### config.mk
export PLATFORM = sky130hd
export DESIGN_NAME = cnn_layer_sequencer
export DESIGN_NICKNAME = d
export VERILOG_FILES = /design/src/rtl/cnn_layer_sequencer.sv
export SDC_FILE = /design/constraint.sdc
export NUM_CORES = 1
export LEC_CHECK = 0
export CAP_MARGIN = 20
export CORE_MARGIN = 3
export CORE_UTILIZATION = 45
export DETAILED_ROUTE_END_ITERATION = 12
export PLACE_DENSITY = 0.71
export SETUP_SLACK_MARGIN = 0.5
export SLEW_MARGIN = 20
export SYNTH_ARGS = -nofsm -noshare
export SYNTH_HDL_FRONTEND = slang
export SYNTH_SLANG_ARGS = --single-unit
### constraint.sdc
create_clock -name clk -period 4.8 [get_ports clk]
set_input_delay 0.96 -clock clk [delete_from_list [all_inputs] [get_ports clk]]
set_output_delay 0.96 -clock clk [all_outputs]
set_load 0.01 [all_outputs]
### src/rtl/cnn_layer_sequencer.sv
// Layer scheduler: walks a descriptor table of layer types, pulses each engine and
// waits on its completion under a watchdog. CNN_SEQ_PERF_EN adds a run-cycle counter.
module cnn_layer_sequencer #(
  parameter int MAX_LAYERS     = 8,
  parameter int TIMEOUT_CYCLES = 65535,
  parameter int CNT_WIDTH      = 16
) (
  input  logic                            clk,
  input  logic                            rst_n,
  input  logic                            cfg_wr_en,
  input  logic [$clog2(MAX_LAYERS)-1:0]   cfg_wr_addr,
  input  logic [1:0]                      cfg_wr_type,
  input  logic [$clog2(MAX_LAYERS):0]     cfg_num_layers,
  input  logic                            start,
  output logic                            busy,
  output logic                            done,
  output logic                            error,
  output logic [$clog2(MAX_LAYERS)-1:0]   cur_layer,
  output logic                            conv_valid_in,
  input  logic                            conv_valid_out,
  output logic                            pool_valid_in,
  input  logic                            pool_valid_out,
  output logic                            fc_en,
  input  logic                            fc_valid,
  output logic                            act_valid_in,
  input  logic                            act_valid_out,
  output logic [31:0]                     perf_total_cycles
);
  localparam int AW = $clog2(MAX_LAYERS);
  localparam logic [AW:0]          MAX_CNT = (AW+1)'(MAX_LAYERS);
  localparam logic [CNT_WIDTH-1:0] WD_LAST = CNT_WIDTH'(TIMEOUT_CYCLES-1);

  typedef enum logic [2:0] {S_IDLE, S_ISSUE, S_WAIT, S_NEXT, S_FIN, S_ERR} state_e;

  // Type encoding doubles as the bit position in {act, fc, pool, conv}.
  function automatic logic [3:0] onehot(input logic [1:0] t);
    return 4'b0001 << t;
  endfunction

  state_e               state_q;
  logic [1:0]           tbl_q [MAX_LAYERS];
  logic [AW:0]          cnt_q;
  logic [AW-1:0]        cur_q;
  logic [CNT_WIDTH-1:0] wd_q;
  logic                 busy_q, done_q, error_q;
  logic [3:0]           strb_q;

  logic [AW:0]   cnt_sat;
  logic [AW-1:0] nxt_idx;
  logic          last, cpl;

  assign cnt_sat = (cfg_num_layers > MAX_CNT) ? MAX_CNT : cfg_num_layers;
  assign nxt_idx = cur_q + AW'(1);
  assign last    = ({1'b0, cur_q} == cnt_q - (AW+1)'(1));
  assign cpl     = |(onehot(tbl_q[cur_q]) &
                     {act_valid_out, fc_valid, pool_valid_out, conv_valid_out});

  always_ff @(posedge clk or negedge rst_n) begin
    if (!rst_n) begin
      state_q <= S_IDLE;
      for (int i = 0; i < MAX_LAYERS; i++) tbl_q[i] <= 2'b00;
      cnt_q   <= '0;
      cur_q   <= '0;
      wd_q    <= '0;
      busy_q  <= 1'b0;
      done_q  <= 1'b0;
      error_q <= 1'b0;
      strb_q  <= '0;
    end else begin
      done_q    <= 1'b0;
      strb_q[3] <= 1'b0;
      strb_q[1] <= 1'b0;
      strb_q[0] <= 1'b0;
      case (state_q)
        S_IDLE: begin
          if (cfg_wr_en) tbl_q[cfg_wr_addr] <= cfg_wr_type;
          if (start) begin
            cnt_q   <= cnt_sat;
            cur_q   <= '0;
            error_q <= 1'b0;
            busy_q  <= 1'b1;
            if (cnt_sat == '0) state_q <= S_FIN;
            else begin
              state_q <= S_ISSUE;
              strb_q  <= onehot(tbl_q[0]);
            end
          end
        end
        S_ISSUE: begin
          wd_q    <= '0;
          state_q <= S_WAIT;
        end
        // Completion is checked before the watchdog so it wins a tie.
        S_WAIT: begin
          if (cpl) begin
            strb_q[2] <= 1'b0;
            state_q   <= S_NEXT;
          end else if (wd_q == WD_LAST) begin
            strb_q[2] <= 1'b0;
            state_q   <= S_ERR;
          end else begin
            wd_q <= wd_q + CNT_WIDTH'(1);
          end
        end
        S_NEXT: begin
          if (last) state_q <= S_FIN;
          else begin
            cur_q   <= nxt_idx;
            strb_q  <= onehot(tbl_q[nxt_idx]);
            state_q <= S_ISSUE;
          end
        end
        S_FIN: begin
          done_q  <= 1'b1;
          busy_q  <= 1'b0;
          state_q <= S_IDLE;
        end
        S_ERR: begin
          error_q <= 1'b1;
          busy_q  <= 1'b0;
          state_q <= S_IDLE;
        end
        default: state_q <= S_IDLE;
      endcase
    end
  end

  assign busy          = busy_q;
  assign done          = done_q;
  assign error         = error_q;
  assign cur_layer     = cur_q;
  assign conv_valid_in = strb_q[0];
  assign pool_valid_in = strb_q[1];
  assign fc_en         = strb_q[2];
  assign act_valid_in  = strb_q[3];

`ifdef CNN_SEQ_PERF_EN
  // Counts from the accepted start through the done cycle.
  logic [31:0] perf_q;
  always_ff @(posedge clk or negedge rst_n) begin
    if (!rst_n)                                   perf_q <= '0;
    else if (state_q == S_IDLE && start)          perf_q <= '0;
    else if ((busy_q || done_q) && perf_q != '1)  perf_q <= perf_q + 32'd1;
  end
  assign perf_total_cycles = perf_q;
`else
  assign perf_total_cycles = 32'd0;
`endif

endmodule

Word level (Yosys, flattened, before mapping) --
Cells that the tools add are included.
Cells by class: add/sub/neg operators 3, $lt $le $gt $ge 5, equality and inequality tests 13, shift operators 3, multiplexer cells 35, bitwise logic cells 4, reduce and logical (&&, ||, !) cells 18
Operators by type and width (count):
- $mux 16 | 2
- $pmux 16 s2 | 1
- $mux 3 | 7
- $add 16x1->16 const B | 1
- $bwmux 16 | 1
- $eq 16x16->1 const B | 1
- $mux 4 | 4
- $bmux 2 s3 | 2
- $ge 4x4->1 const B | 3
- $not 3->4 | 3
- $pmux 3 s4 | 1
- $shl 1x2->4 const A | 3
- $mux 2 | 5
- $ne 2x2->1 const B | 5
- $reduce_and 2->1 | 5
- $reduce_bool 2->1 | 4
- $demux 2 s3 | 1
- $eq 3x2->1 const B | 2
- $eq 3x3->1 const B | 2
- $pmux 1 s2 | 3
- $pmux 3 s2 | 1
- $reduce_and 3->1 | 2
- $mux 1 | 5
- $reduce_and 5->1 | 1
- 16 further kinds | 16
Storage, ports and cells: flip-flop bits (word level) 49, bits of input ports 17, output and inout port bits 42, word-level logic and storage cells 98

Logic depth before layout (Yosys ltp) --
Gate-level depths: netlist of run 1.
depth in word-level cells 9, mapped depth 8, mapped depth without buffers 7

Worst setup path after synthesis of run 1 --
Ideal clock, no wire load.
path type register -> register, start reg cur_q[0] (netlist: cur_layer[0]), end reg wd_q[1], library setup time 125 ps, arrival time 2715 ps, required time 4675 ps, setup slack 1960 ps, stages on the path, launching flop included 8, buffers on the path 2, period minus slack after synthesis 2840 ps, cell sequence dfrtp_1 clkbuf_1 mux2_2 mux4_2 mux4_2 buf_6 o21ai_0 mux2_2
On the way: cells in the longest elaborated chain, start to end 9
Ends and longest elaborated chain:
- start: declaration | RTL line 43 | logic [AW-1:0] cur_q;
- start signal: assignment | RTL line 108 | cur_q <= nxt_idx;
- $not 3->4 (not written as such) | RTL line 55 | assign cpl = |(onehot(tbl_q[cur_q]) &
- $bmux 2 s3 | RTL line 55
- $mux 2 (not written as such) (2 in a row) | RTL line 55
- $shl 1x2->4 | RTL line 37 | return 4'b0001 << t;
- $and 4x4->4 | RTL line 55
- $reduce_or 4->1 | RTL line 55
- $ne 2x2->1 (no source line)
- $reduce_and 3->1 (no source line)
- end signal: assignment | RTL line 102 | wd_q <= wd_q + CNT_WIDTH'(1);
- end: declaration | RTL line 44 | logic [CNT_WIDTH-1:0] wd_q;
Every way passes these cells. The select of a mux whose other input is x is not followed. A chain may end at the register's enable or synchronous reset.

Worst setup path after layout of run 1 --
start reg cur_q[1] (netlist: cur_layer[1]), end reg wd_q[3]
Same word-level chain as after synthesis.

==> flow_metrics.tcl, run 1 <==
set metrics [dict create \
    rsz0062_at_grt "no" \
    setup_violations 0 \
    synth_cells 299 \
    final.period_utilization_pct 60.7 \
    critPathLaunchType "flop" \
    clock_skew_ns 0.00567 \
    cts_tree "done" \
    switching_power_uw 767 \
    htreeDepth 2 \
    antenna_found_initial 0 \
    synth_ff_type "dfrtp_1" \
    worst_hold_slack_ns 0.521 \
    drive_above_1_share_pct 13.1 \
    first_global_vias 2237 \
    post_cts_buffers 0 \
    ys_ff_latch 49 \
    ys_seq_area_share_pct 39.8 \
    synthArstFlopShare_pct 100 \
    hold_viol 0 \
    worstMarginPinSlew_ns 0.739 \
    path_max_fanout 27 \
    post-synth-top-count-cell "dfrtp_1" \
    vdd.ir_drop.worst_uv 300 \
    synth_top_area_cell "dfrtp_1" \
    hp-class "flop to flop" \
    drt_first_pass_iters 4 \
    p_leak_nw 1.45 \
    synth_top_area_share_pct 39.8 \
    wl_mm 6.31 \
    netlist_area_um2 3080 \
    overflow 0 \
    io_buffers 26 \
    ys_types 42 \
    slew_headroom_pct 50.3 \
    worstPathCellList "mux4_1 > mux2_4 > mux4_2 > or4_1 > a21oi_1" \
    area_growth_pct 9.72 \
    coreArea_um2 6490 \
    die_x_um 88.7 \
    drc 0 \
    fmax_mhz 343 \
    vias_per_cell 5.68 \
    slowest_delay_ns 0.67 \
    critical_path_class "flop to flop" \
    antenna_left 0 \
    drv_cap 0 \
    grt_pass1_wl_mm 10.7 \
    drtIter0Drc 122 \
    fin_nets 341 \
    netlist_top_cells_count "dfrtp_1 (49), buf_4 (32), mux2_2 (23), nand2_1 (17)" \
    cts_root_buf "clkbuf_8" \
    endpoint_kind "flop" \
    cts_made_buffers 5 \
    antenna_cells 0 \
    gp_congestion 0.819 \
    internal_power_mw 1.14 \
    layout_min_cycle_time_ns 2.91 \
    clk_latency_ns 0.30 \
    drv_slew 0 \
    clock_power_share_pct 16.3 \
    ctsHoldBuffers 0 \
    fillers 597 \
    routed-via-count 2262 \
    required_ns 5.03 \
    die_h_um 88.7 \
    place_hpwl_mm 4.54 \
    start_util_pct 47.4 \
    outcome "finished clean" \
    switching_share_pct 40.1 \
    grt.total_usage_pct 17.3 \
    io_pins 59 \
    ctsResizeCount 0 \
    total_power_mw 1.91 \
    cts.path.max_buffers 2 \
    clk_pin_slew_ns 0.09 \
    syn_avg_cell_area_um2 10.3 \
    fp-row-count 29 \
    combPwrFrac_pct 47.0 \
    arrival_ns 3.15 \
    powerDensity_nw_per_um2 566 \
    synth_area_leaders "dfrtp_1 (40%), mux2_2 (8.4%), buf_4 (7.8%)" \
    grt_max_degree 50 \
    seq_power_share_pct 36.7 \
    synth_edf_count 0 \
    die_area_um2 7870 \
    critPathSlowestCell "mux4_2" \
    routedWlPerCell_um 15.9 \
    cts.sinks 49 \
    fin_tns_setup_ns 0 \
    synth_warnings 0 \
]
==> layout make-up <==
class,instances,area (µm²),area share (%)
multi-input combinational,222,1620,47.9
sequential,49,1230,36.3
timing repair buffer,27,263,7.78
tap,77,96.3,2.85
clock buffer,7,86.3,2.56
inverter,15,56.3,1.67
clock inverter,1,30.0,0.889
==> placed cells by master (no fill, tap or decap), types with 10 or more instances in the layout <==
| master | count |
|---|---|
| o21ai_0 | 13 |
| mux2_2 | 23 |
| dfrtp_1 | 49 |
| o31ai_1 | 10 |
| clkdlybuf4s50_1 | 25 |
| a21oi_1 | 15 |
| nor2_1 | 10 |
| or4_1 | 10 |
| inv_1 | 15 |
| nand2_1 | 17 |
| conb_1 | 32 |
==> metal layers <==
layer	part of all wire [%]	track usage, %	wire [µm]	vias up
li1	-	-	-	1077
met5	0	0	0	-
met3	4.4	3.45	275	5
met2	49	28.9	3110	53
met4	0.60	4.40	38	0
met1	46	23.2	2890	1127
==> per-stage QoR <==
stage | utilization, % | instance area [µm²] | std cells | setup slack (ns)
global route | 52.0 | 3380 | 398 | 1.73
finish | 52.0 | 3380 | 398 | 1.89
floorplan | - | 3190 | 330 | 1.96
detailed placement | 50.2 | 3260 | 390 | 1.87
CTS | 52.0 | 3380 | 398 | 1.89
global placement | 50.2 | 3260 | 390 | 1.90
==> cell families after synthesis <==
logic type      Yosys count  synth area share (%)
compound gates           58                  12.4
xor+xnor                  5                  1.87
fa+ha+maj                 4                  1.63
buf+inv                  59                  11.3
flops                    49                  39.8
mux                      38                  17.5
other cells               1                 0.122
simple gates             85                  15.3
==> final timing paths <==
check	cells past startpoint	slack [ns]	endpoint	startpoint
setup reg to reg	5	1.89	wd_q[3]	cur_layer[1]
setup / recovery	5	1.89	wd_q[3]	cur_layer[1]
hold / removal	2	0.52	busy	busy
hold reg to reg	2	0.52	busy	busy
min in group asynchronous	2	0.76	wd_q[9]	rst_n
max in group asynchronous	2	3.62	cnt_q[1]	rst_n
==> flip-flops by register name (all words and copies together), names as in the netlist <==
| signal | cells |
|---|---|
| error | 1 |
| tbl_q | 16 |
| busy | 1 |
| done | 1 |
| state_q | 3 |
| strb_q | 4 |
| cnt_q | 4 |
| wd_q | 16 |
| cur_layer | 3 |
==> power groups by stage <==
stage | Clock (mW) | Combinational [mW] | Sequential (mW)
after floorplan | 0 | 0.760 | 0.634
after global placement | 0 | 0.878 | 0.698
after detailed placement | 0 | 0.898 | 0.708
after CTS | 0.315 | 0.902 | 0.700
after global routing | 0.335 | 1.00 | 0.723
final | 0.311 | 0.899 | 0.702
==> critical path, delay by kind of cell, from the launching register on <==
family	cells	cell delay (ns)
muxes	3	1.58
and+or+nand+nor	1	0.59
DFF	1	0.53
AOI/OAI and AO/OA	1	0.15
Note: power is estimated with default switching activity, not from simulation.
==> inputs of run 2 (changes only) <==
==> constraint.sdc (replaced) <==
create_clock -name clk -period 2.7 [get_ports clk]
set_input_delay 0.54 -clock clk [delete_from_list [all_inputs] [get_ports clk]]
set_output_delay 0.54 -clock clk [all_outputs]
set_load 0.01 [all_outputs]
==> flow_metrics.tcl, run 2 (synthesis gave the netlist of run 1 again) <==
set metrics [dict create \
    worstMarginPinSlew_ns 0.612 \
    antenna_left 0 \
    vias_per_cell 5.64 \
    final_cell_mix "dfrtp_1 (47), conb_1 (32), clkdlybuf4s50_1 (25)" \
    grt.total_usage_pct 18.7 \
    critPathLaunchType "flop" \
    die_h_um 88.7 \
    place_hpwl_mm 4.75 \
    cts_root_buf "clkbuf_8" \
    final.period_utilization_pct 95.3 \
    fin_tns_setup_ns 0 \
    clk_latency_ns 0.31 \
    gp_congestion 0.844 \
    die_x_um 88.7 \
    drtIter0Drc 163 \
    overflow 0 \
    seq_power_share_pct 28.2 \
    seqCellArea_um2 1230 \
    io_buffers 26 \
    critPathSlowestCell "mux4_2" \
    area_growth_pct 22.7 \
    cts.sinks 49 \
    outcome "finished clean" \
    vdd.ir_drop.worst_uv 716 \
    clk_pin_slew_ns 0.09 \
    coreArea_um2 6490 \
    switching_share_pct 39.2 \
    slowest_delay_ns 0.52 \
    worstPathCellList "mux4_2 > mux2_4 > buf_4 > mux4_2 > buf_4 > o31ai_2 > a21oi_2" \
    endpoint_kind "flop" \
    switching_power_mw 1.68 \
    path_delay_family "multiplexers" \
    hold_viol 0 \
    start_util_pct 47.4 \
    htreeDepth 2 \
    drv_cap 0 \
    cts_tree "done" \
    drt_first_pass_iters 4 \
    combPwrFrac_pct 58.8 \
    layout_min_cycle_time_ns 2.57 \
    clock_skew_ns 0.00420 \
    routed-via-count 2414 \
    drv_slew 0 \
    wl_mm 7.14 \
    setup_violations 0 \
    final_common_cell "dfrtp_1" \
    cts_made_buffers 5 \
    critical_path_class "flop to flop" \
    fmax_mhz 389 \
    slew_headroom_pct 59.2 \
    antenna_cells 0 \
    multi_input_comb_area_um2 1790 \
    total_power_mw 4.29 \
    fillers 575 \
    largestRegisters "tbl_q (16), wd_q (16)" \
    routedWlPerCell_um 16.7 \
    hp-class "primary input to asynchronous set/reset pin" \
    ctsHoldBuffers 0 \
    p_leak_nw 1.64 \
    rsz0062_at_grt "yes" \
    drc 0 \
    antenna_found_initial 0 \
    grt_max_degree 27 \
    internal_power_mw 2.61 \
    grt_pass1_wl_mm 11.4 \
    powerDensity_nw_per_um2 1140 \
    clock_power_share_pct 13.1 \
    io_pins 59 \
    required_ns 2.89 \
    path_max_fanout 6 \
    drive_above_1_share_pct 26.2 \
    first_global_vias 2299 \
    fin_nets 371 \
    die_area_um2 7870 \
    fp-row-count 29 \
    cp_num_buf_inv 2 \
    cts.path.max_buffers 2 \
    arrival_ns 2.76 \
]
## run 2: cell types whose count changed in the layout (fill, tap and decap cells not counted), moves of 3 or more
cell     before  now
mux2_2       23   17
buf_4         1   24
mux4_2        6   11
mux4_1        3    0
mux2_4        1    7
o31ai_2       0    4
o31ai_1      10    6
buf_6         0    5
## run 2: routing by layer
metal	share of wire (%)	track usage, %
met5	0	0
met4	1.1	3.71
met3	4.6	4.66
met2	51	31.2
met1	43	24.6
## run 2: area by class of cell
| cell class | count | area share [%] |
|---|---|---|
| repair buffers | 55 | 13.0 |
| inverters | 15 | 1.49 |
| clock buffers | 7 | 2.29 |
| flip-flops and latches | 49 | 32.5 |
| well taps | 77 | 2.55 |
| multi-input cells | 224 | 47.3 |
| clock inverters | 1 | 0.795 |
## run 2: power by group through the flow
stage	Combinational (mW)	Sequential (mW)	Clock, mW
after global placement	1.78	1.20	0
after global routing	2.72	1.25	0.606
final	2.52	1.21	0.561
after CTS	2.14	1.20	0.566
after floorplan	1.40	1.13	0
after detailed placement	1.83	1.21	0
## run 2: path summary, 6_finish.rpt
| path | from | cells past startpoint | end | slack [ns] |
|---|---|---|---|---|
| setup / recovery | cur_layer[1] | 7 | wd_q[7] | 0.13 |
| hold / removal | rst_n | 1 | wd_q[5] | 0.23 |
| setup reg to reg | cur_layer[1] | 7 | wd_q[7] | 0.13 |
| hold reg to reg | cnt_q[1] | 2 | cnt_q[1] | 0.51 |
| max in group asynchronous | rst_n | 2 | wd_q[12] | 1.86 |
| min in group clk | cnt_q[1] | 2 | cnt_q[1] | 0.51 |
## run 2: metrics by stage
step	instance area, µm²	setup slack (ns)	hold WS [ns]	std cells	util, %
after floorplan	3220	0.137	0.244	330	-
after global placement	3390	0.111	0.502	406	52.2
after detailed placement	3390	0.0611	0.497	406	52.2
after CTS	3610	0.159	0.248	420	55.6
after global routing	3780	0.0538	0.257	428	58.1
final	3780	0.127	0.226	428	58.1
## run 2: timing repair
item,4_1_cts,5_1_grt
hold endpoints to repair,0,0
pin swaps,2,4
cloned,1,1
gates resized for setup,15,20
endpoints found under the setup margin,23,25
buffers inserted,5,7
